[config.mk]
export PLATFORM = sky130hd
export DESIGN_NAME = floyd_warshall_main
export DESIGN_NICKNAME = d
export VERILOG_FILES = /design/src/rtl/floyd_warshall_main.sv
export SDC_FILE = /design/constraint.sdc
export NUM_CORES = 2
export LEC_CHECK = 0
export CORE_MARGIN = 2
export CORE_UTILIZATION = 25
export DETAILED_ROUTE_END_ITERATION = 6
export GPL_TIMING_DRIVEN = 0
export HOLD_SLACK_MARGIN = 0.02
export PLACE_DENSITY = 0.4
export RECOVER_POWER = 50
export REMOVE_ABC_BUFFERS = 1
export SYNTH_ARGS = -nofsm -noshare
export SYNTH_HDL_FRONTEND = slang
export SYNTH_SLANG_ARGS = --single-unit
[constraint.sdc]
create_clock -name clock -period 15.3 [get_ports clock]
set_input_delay 1.53 -clock clock [delete_from_list [all_inputs] [get_ports clock]]
set_output_delay 1.53 -clock clock [all_outputs]
set_load 0.01 [all_outputs]
[src/rtl/floyd_warshall_main.sv]
// 8-node Floyd-Warshall accelerator: byte-wide distance matrix behind a 2-channel slave port,
// relaxed in place through its own 2-channel master port. Define FW_SKIP_INF_EN to skip j loops with d[i][k]=inf.
module floyd_warshall_main #(
  parameter int unsigned MEM_var_28859_28864 = 1024
) (
  input  logic        clock,
  input  logic        reset,
  input  logic        start_port,
  input  logic [1:0]  S_oe_ram,
  input  logic [1:0]  S_we_ram,
  input  logic [23:0] S_addr_ram,
  input  logic [15:0] S_Wdata_ram,
  input  logic [7:0]  S_data_ram_size,
  input  logic [15:0] M_Rdata_ram,
  input  logic [1:0]  M_DataRdy,
  output logic        done_port,
  output logic [15:0] Sout_Rdata_ram,
  output logic [1:0]  Sout_DataRdy,
  output logic [1:0]  Mout_oe_ram,
  output logic [1:0]  Mout_we_ram,
  output logic [23:0] Mout_addr_ram,
  output logic [15:0] Mout_Wdata_ram,
  output logic [7:0]  Mout_data_ram_size
);

  localparam int unsigned CELLS = 64;
  localparam logic [11:0] BASE  = 12'(MEM_var_28859_28864);

  localparam logic [1:0] S_IDLE    = 2'd0;
  localparam logic [1:0] S_RD_PAIR = 2'd1;
  localparam logic [1:0] S_RD_IJ   = 2'd2;
  localparam logic [1:0] S_UPD     = 2'd3;

  function automatic logic [7:0] init_val(input int unsigned n);
    int unsigned i, j;
    i = n / 8;
    j = n % 8;
    if (i == j) return 8'd0;
    else if (((i + j) % 3) == 0) return 8'hFF;
    else return 8'(((7 * i + 3 * j) % 16) + 1);
  endfunction

  logic [7:0]  mem_q [CELLS];
  logic [7:0]  mem_d [CELLS];
  logic [1:0]  s_rdy_q, s_rdy_d;
  logic [15:0] s_rdata_q, s_rdata_d;

  logic [1:0][11:0] s_addr_c;
  logic [1:0][5:0]  s_off_c;
  logic [1:0]       s_hit_c;
  logic             unused_c;

  assign s_addr_c   = S_addr_ram;
  assign s_off_c[0] = 6'(s_addr_c[0] - BASE);
  assign s_off_c[1] = 6'(s_addr_c[1] - BASE);
  assign s_hit_c[0] = (s_addr_c[0] >= BASE) && ((s_addr_c[0] - BASE) < 12'd64);
  assign s_hit_c[1] = (s_addr_c[1] >= BASE) && ((s_addr_c[1] - BASE) < 12'd64);
  assign unused_c   = ^S_data_ram_size;

  // Slave: reads see pre-write contents; channel 1 applied last so it wins write collisions.
  always_comb begin
    mem_d     = mem_q;
    s_rdy_d   = '0;
    s_rdata_d = '0;
    for (int c = 0; c < 2; c++) begin
      if (s_hit_c[c] && (S_oe_ram[c] || S_we_ram[c])) s_rdy_d[c] = 1'b1;
      if (s_hit_c[c] && S_oe_ram[c]) s_rdata_d[8*c +: 8] = mem_q[s_off_c[c]];
      if (s_hit_c[c] && S_we_ram[c] && !S_oe_ram[c]) mem_d[s_off_c[c]] = S_Wdata_ram[8*c +: 8];
    end
  end

  logic [1:0]  state_q, state_d;
  logic        phase_q, phase_d;
  logic [8:0]  iter_q, iter_d;
  logic [7:0]  dik_q, dik_d, dkj_q, dkj_d;
  logic        done_q, done_d;
  logic [1:0]  m_oe_q, m_oe_d, m_we_q, m_we_d;
  logic [23:0] m_addr_q, m_addr_d;
  logic [15:0] m_wdata_q, m_wdata_d;
  logic [7:0]  m_size_q, m_size_d;

  logic [8:0]  sum_c;
  logic [7:0]  cand_c;
  logic        skip_c;
  logic        skip_now_c, launch_c, adv_c;
  logic [8:0]  adv_base_c;

  assign sum_c  = {1'b0, dik_q} + {1'b0, dkj_q};
  assign cand_c = sum_c[8] ? 8'hFF : sum_c[7:0];

`ifdef FW_SKIP_INF_EN
  assign skip_c = (iter_q[2:0] == 3'd0) && (M_Rdata_ram[7:0] == 8'hFF);
`else
  assign skip_c = 1'b0;
`endif

  // Engine: phase 0 is the cycle the request first appears; phase 1 waits for its completion.
  always_comb begin
    state_d    = state_q;
    phase_d    = phase_q;
    iter_d     = iter_q;
    dik_d      = dik_q;
    dkj_d      = dkj_q;
    done_d     = 1'b0;
    m_oe_d     = m_oe_q;
    m_we_d     = m_we_q;
    m_addr_d   = m_addr_q;
    m_wdata_d  = m_wdata_q;
    m_size_d   = m_size_q;
    skip_now_c = 1'b0;
    launch_c   = 1'b0;
    adv_c      = 1'b0;
    case (state_q)
      S_IDLE: begin
        if (start_port) begin
          state_d  = S_RD_PAIR;
          iter_d   = '0;
          launch_c = 1'b1;
        end
      end
      S_RD_PAIR: begin
        if (!phase_q) phase_d = 1'b1;
        else if (M_DataRdy == 2'b11) begin
          dik_d = M_Rdata_ram[7:0];
          dkj_d = M_Rdata_ram[15:8];
          if (skip_c) begin
            skip_now_c = 1'b1;
            adv_c      = 1'b1;
          end else begin
            state_d  = S_RD_IJ;
            launch_c = 1'b1;
          end
        end
      end
      S_RD_IJ: begin
        if (!phase_q) phase_d = 1'b1;
        else if (M_DataRdy[0]) begin
          if (cand_c < M_Rdata_ram[7:0]) begin
            state_d  = S_UPD;
            launch_c = 1'b1;
          end else adv_c = 1'b1;
        end
      end
      S_UPD: begin
        if (!phase_q) phase_d = 1'b1;
        else if (M_DataRdy[0]) adv_c = 1'b1;
      end
      default: state_d = S_IDLE;
    endcase

    adv_base_c = skip_now_c ? {iter_q[8:3], 3'd7} : iter_q;
    if (adv_c) begin
      launch_c = 1'b1;
      if (adv_base_c == 9'd511) begin
        state_d = S_IDLE;
        done_d  = 1'b1;
      end else begin
        state_d = S_RD_PAIR;
        iter_d  = adv_base_c + 9'd1;
      end
    end

    if (launch_c) begin
      phase_d   = 1'b0;
      m_oe_d    = '0;
      m_we_d    = '0;
      m_addr_d  = '0;
      m_wdata_d = '0;
      m_size_d  = '0;
      case (state_d)
        S_RD_PAIR: begin
          m_oe_d   = 2'b11;
          m_addr_d = {BASE + 12'({iter_d[8:6], iter_d[2:0]}), BASE + 12'({iter_d[5:3], iter_d[8:6]})};
          m_size_d = 8'h88;
        end
        S_RD_IJ: begin
          m_oe_d   = 2'b01;
          m_addr_d = {12'd0, BASE + 12'(iter_d[5:0])};
          m_size_d = 8'h08;
        end
        S_UPD: begin
          m_we_d    = 2'b01;
          m_addr_d  = {12'd0, BASE + 12'(iter_d[5:0])};
          m_wdata_d = {8'd0, cand_c};
          m_size_d  = 8'h08;
        end
        default: ;
      endcase
    end
  end

  always_ff @(posedge clock) begin
    if (!reset) begin
      for (int unsigned n = 0; n < CELLS; n++) mem_q[6'(n)] <= init_val(n);
      s_rdy_q   <= '0;
      s_rdata_q <= '0;
      state_q   <= S_IDLE;
      phase_q   <= 1'b0;
      iter_q    <= '0;
      dik_q     <= '0;
      dkj_q     <= '0;
      done_q    <= 1'b0;
      m_oe_q    <= '0;
      m_we_q    <= '0;
      m_addr_q  <= '0;
      m_wdata_q <= '0;
      m_size_q  <= '0;
    end else begin
      mem_q     <= mem_d;
      s_rdy_q   <= s_rdy_d;
      s_rdata_q <= s_rdata_d;
      state_q   <= state_d;
      phase_q   <= phase_d;
      iter_q    <= iter_d;
      dik_q     <= dik_d;
      dkj_q     <= dkj_d;
      done_q    <= done_d;
      m_oe_q    <= m_oe_d;
      m_we_q    <= m_we_d;
      m_addr_q  <= m_addr_d;
      m_wdata_q <= m_wdata_d;
      m_size_q  <= m_size_d;
    end
  end

  assign done_port          = done_q;
  assign Sout_Rdata_ram     = s_rdata_q;
  assign Sout_DataRdy       = s_rdy_q;
  assign Mout_oe_ram        = m_oe_q;
  assign Mout_we_ram        = m_we_q;
  assign Mout_addr_ram      = m_addr_q;
  assign Mout_Wdata_ram     = m_wdata_q;
  assign Mout_data_ram_size = m_size_q;

endmodule

==> impl_table.tex <==
\begin{tabular}{lr}
\hline
Metric & Value \\
\hline
\multicolumn{2}{l}{\textbf{Run status}} \\
\quad Result of the run & finished, violations left \\
\quad Violations in the final reports & design-rule violations, max-capacitance violations, max-slew violations \\
\multicolumn{2}{l}{\textbf{Clock network}} \\
\quad Buffers inserted during post-CTS setup optimization & 0 \\
\quad Clock-pin slew reported for the worst setup and hold paths after clock tree synthesis & 50 ps \\
\quad Clock Tree Buf Depth & 3 \\
\quad H-tree depth & 3 \\
\quad Hold\_buf cts & 0 \\
\quad Cell chosen for the clock root & sky130\_fd\_sc\_hd\_\_clkbuf\_16 \\
\quad Clock latency on the worst-skew pair & between 600 and 700 ps \\
\quad Clock tree from TritonCTS & done \\
\quad Total of cells resized after clock tree synthesis & 0 \\
\quad Sink Count & 583 \\
\quad Number of buffers added by the clock tree synthesis step & 76 \\
\multicolumn{2}{l}{\textbf{Floorplanning}} \\
\quad I/O pin count & 144 \\
\quad Die outline area & 136000 um\^{}2 \\
\quad Placeable core region & $\sim$130000 um\^{}2 \\
\quad Die H & roughly 370 um \\
\quad Effective utilization at floorplan & between 20\% and 30\% \\
\quad Floorplan row count & 134 \\
\quad Floorplan die width & between 300 and 400 um \\
\multicolumn{2}{l}{\textbf{Pwr}} \\
\quad Peak ir drop on the vdd network & 0.0000680 V \\
\quad Power density over the cells & approximately 100 nW/um\^{}2 \\
\quad Leakage power of the design & approximately 13 nW \\
\multicolumn{2}{l}{\textbf{Cells and area}} \\
\quad Area added between synthesis and finish & 17.6\% \\
\quad Post-layout net count & 4180 \\
\quad Number of filler cells placed in the layout & around 14000 \\
\quad Share of cells above drive strength 1 & under 10\% \\
\quad Area of all placed cells without fillers & 39200 um\^{}2 \\
\multicolumn{2}{l}{\textbf{Route}} \\
\quad Antenna Violating Nets Remaining & 0 \\
\quad Via count normalized by instance count & 5.93 \\
\quad Final wirelength & 177 mm \\
\quad Drt drc & 1 \\
\quad Routed via count & about 35000 \\
\quad Mean routed wirelength per cell & 29.9 um \\
\quad DRC marker count from the first detailed-route iteration & 3950 \\
\quad Pre-Repair DR Iteration Count & 7 \\
\multicolumn{2}{l}{\textbf{Setup path}} \\
\quad FF-to-FF path depth & 20 \\
\quad Critical path required time & approximately 16000 ps \\
\quad Capture point of the worst reg-to-reg path & Mout\_addr\_ram[3] \\
\quad Crit path arrival time & 10340 ps \\
\quad Critical-path maximum fanout & 121 \\
\quad Crit Path Class & input pin to flop \\
\quad Launch instance of the worst register-to-register path & dik\_q[0] \\
\quad Crit path launch type & input pin \\
\quad Worst setup slack for register-to-register paths & a little under 9000 ps \\
\quad Critical path capture point type & flop \\
\multicolumn{2}{l}{\textbf{Logic synthesis}} \\
\quad Ranking of synthesized cells by area & sky130\_fd\_sc\_hd\_\_dfxtp\_1 35\%, sky130\_fd\_sc\_hd\_\_a22oi\_1 9.0\%, sky130\_fd\_sc\_hd\_\_mux2i\_1 7.9\%, sky130\_fd\_sc\_hd\_\_a211oi\_1 7.2\%, sky130\_fd\_sc\_hd\_\_o21ai\_0 5.7\% \\
\quad Top post-synthesis cells by count & 583 x sky130\_fd\_sc\_hd\_\_dfxtp\_1, 472 x sky130\_fd\_sc\_hd\_\_nor2\_1, 425 x sky130\_fd\_sc\_hd\_\_nand2\_1 \\
\quad Top-area cell type share of the netlist area & 35.0\% \\
\quad FFs w/ async S/R, synth & 0\% \\
\quad Most numerous cell in the Yosys netlist & sky130\_fd\_sc\_hd\_\_dfxtp\_1 \\
\quad Average size of a mapped cell & about 7.9 um\^{}2 \\
\quad Post-Synthesis Cells & 4228 \\
\quad Share of synthesized area occupied by flip-flops and latches & 35.0\% \\
\quad Total of flip-flops plus latches after synthesis & 583 \\
\quad Library cell occupying the most area in the post-synthesis netlist & sky130\_fd\_sc\_hd\_\_dfxtp\_1 \\
\quad Post-synth EDFFs & 0 \\
\quad Cell area after synthesis & about 33000 um\^{}2 \\
\quad Top\_reg\_cell synth & sky130\_fd\_sc\_hd\_\_dfxtp\_1 \\
\quad Number of different library cells in the post-synthesis netlist & 66 \\
\quad Synth Warn \# & 0 \\
\multicolumn{2}{l}{\textbf{Placed design}} \\
\quad Count of input and output buffers & 110 \\
\quad Setup Slack @ Placement & 8680 ps \\
\quad Global placer's final weighted congestion & 0.830 \\
\quad Post-DP HPWL & 112 mm \\
\quad Area after detailed placement & 36800 um\^{}2 \\
\multicolumn{2}{l}{\textbf{GRT}} \\
\quad Congestion Overflow GR & 0 \\
\quad Initial antenna violation count & 4 \\
\quad Overall fraction of global-route tracks in use & 25.0\% \\
\quad Vias in the first global route & 33000 \\
\quad Global-route wire length before repair & 251 mm \\
\quad Pin count of the biggest net entering global routing & 122 \\
\multicolumn{2}{l}{\textbf{Timing}} \\
\quad Setup clock skew after layout & 29.7 ps \\
\quad Clock period minus final worst setup slack & 9740 ps \\
\quad Endpoints failing hold & 0 \\
\quad Worst-margin pin slew & 4320 ps \\
\quad Highest attainable clock frequency & a little over 0.1 GHz \\
\quad Final Slew Violations & 196 \\
\quad Fin crit share & 63.7\% \\
\quad Relative max-transition margin & -189\% \\
\quad Unrepaired setup endpoints after global routing & false \\
\quad Fin Setup TNS & 0 ps \\
\quad Number of setup violations in the final report & 0 \\
\quad Setup ws final & 5560 ps \\
\multicolumn{2}{l}{\textbf{Worst hold path}} \\
\quad WHS Path Cells & 2 \\
\quad Worst hold endpoint & Mout\_addr\_ram[16] \\
\quad Worst hold start & Mout\_addr\_ram[16] \\
\quad Type of the worst min-delay path & flop to flop \\
\multicolumn{2}{l}{\textbf{Job}} \\
\quad Max-capacitance violation count & 7 \\
\hline
\end{tabular}
==> through the flow <==
stage	power [mW]	utilization, %	std cells	hold WS, ps
floorplan	1.68	-	3781	440
global placement	1.92	26.2	5659	436
detailed placement	1.95	27.6	5769	442
CTS	3.88	29.6	5904	450
global route	3.95	29.5	5904	473
finish	3.86	29.5	5905	447
==> routing by layer <==
metal / wire, um / vias up / global-route usage, %
met5: 36 / - / 0
met2: 76600 / 1908 / 37.9
li1: - / 15400 / -
met1: 76400 / 17300 / 34.1
met4: 7330 / 4 / 9.54
met3: 16300 / 395 / 5.82
==> cell type report <==
class	count	area, um^2	share of cell area, %
Clock buffer	117	2340	5.96
Antenna cell	1	2.50	0.00638
Clock inverter	18	273	0.695
Timing Repair Buffer	220	2850	7.26
Sequential cell	583	11700	29.7
Inverter	17	65.1	0.166
Tap cell	1768	2210	5.64
Multi-Input combinational cell	3181	19800	50.5
==> worst max path at each step <==
stage	from	endpoint	slack (ps)	cells after the start
after global routing	reset	Mout_addr_ram[4]	5060	6
after global placement	reset	Mout_addr_ram[13]	-11410	5
after detailed placement	S_addr_ram[7]	mem_q[238]	8680	9
final	reset	Mout_addr_ram[2]	5560	5
after CTS	dik_q[0]	Mout_addr_ram[3]	8950	20
after floorplan	S_addr_ram[12]	mem_q[28]	7890	4
==> cells by family (layout without fill, tap and decap cells) <==
kind of cell / after synthesis / after routing / share of synthesized area (%)
flops: 583 / 583 / 35.0
mux: 283 / 283 / 8.56
simple gates: 1375 / 1375 / 18.7
buf+inv: 488 / 372 / 5.89
fa+ha+maj: 28 / 28 / 1.07
compound gates: 1464 / 1464 / 30.6
xor+xnor: 6 / 6 / 0.157
other cells: 1 / 26 / 0.0112
==> registers in the layout, indices dropped and copies added, names as in the netlist <==
| register | flops |
|---|---|
| mem_q | 512 |
| iter_q | 9 |
| Mout_we_ram | 1 |
| Mout_addr_ram | 13 |
| Sout_Rdata_ram | 16 |
| Mout_oe_ram | 1 |
| dik_q | 8 |
| Mout_Wdata_ram | 8 |
| dkj_q | 8 |
| state_q | 2 |
| Sout_DataRdy | 2 |
| done_port | 1 |
| phase_q | 1 |
| Mout_data_ram_size | 1 |
==> layout by cell type, fill, tap and decap left out, types with 47 or more instances in the layout <==
| cell type | n |
|---|---|
| sky130_fd_sc_hd__nand4_1 | 86 |
| sky130_fd_sc_hd__clkbuf_16 | 77 |
| sky130_fd_sc_hd__nand3_1 | 121 |
| sky130_fd_sc_hd__a211oi_1 | 318 |
| sky130_fd_sc_hd__nand2_1 | 424 |
| sky130_fd_sc_hd__a22oi_1 | 400 |
| sky130_fd_sc_hd__nor2_1 | 491 |
| sky130_fd_sc_hd__dfxtp_1 | 583 |
| sky130_fd_sc_hd__buf_6 | 53 |
| sky130_fd_sc_hd__o21ai_0 | 378 |
| sky130_fd_sc_hd__a21oi_1 | 59 |
| sky130_fd_sc_hd__a22o_1 | 68 |
| sky130_fd_sc_hd__nor3_1 | 47 |
| sky130_fd_sc_hd__mux2i_1 | 265 |
| sky130_fd_sc_hd__dlygate4sd3_1 | 49 |
| sky130_fd_sc_hd__nor2b_1 | 106 |
| sky130_fd_sc_hd__a221oi_1 | 65 |
==> worst max-delay path: stages <==
cell,delay [ps]
sky130_fd_sc_hd__clkbuf_1,2300
sky130_fd_sc_hd__buf_16,420
sky130_fd_sc_hd__clkinvlp_2,3440
sky130_fd_sc_hd__nor2_1,2060
sky130_fd_sc_hd__a221o_1,280
==> power breakdown <==
part,total [mW],switching (mW),internal [mW]
Combinational,0.407,0.301,0.106
Clock,1.93,0.782,1.15
Sequential,1.52,0.00128,1.52
Power figures use the tool's default switching activity.
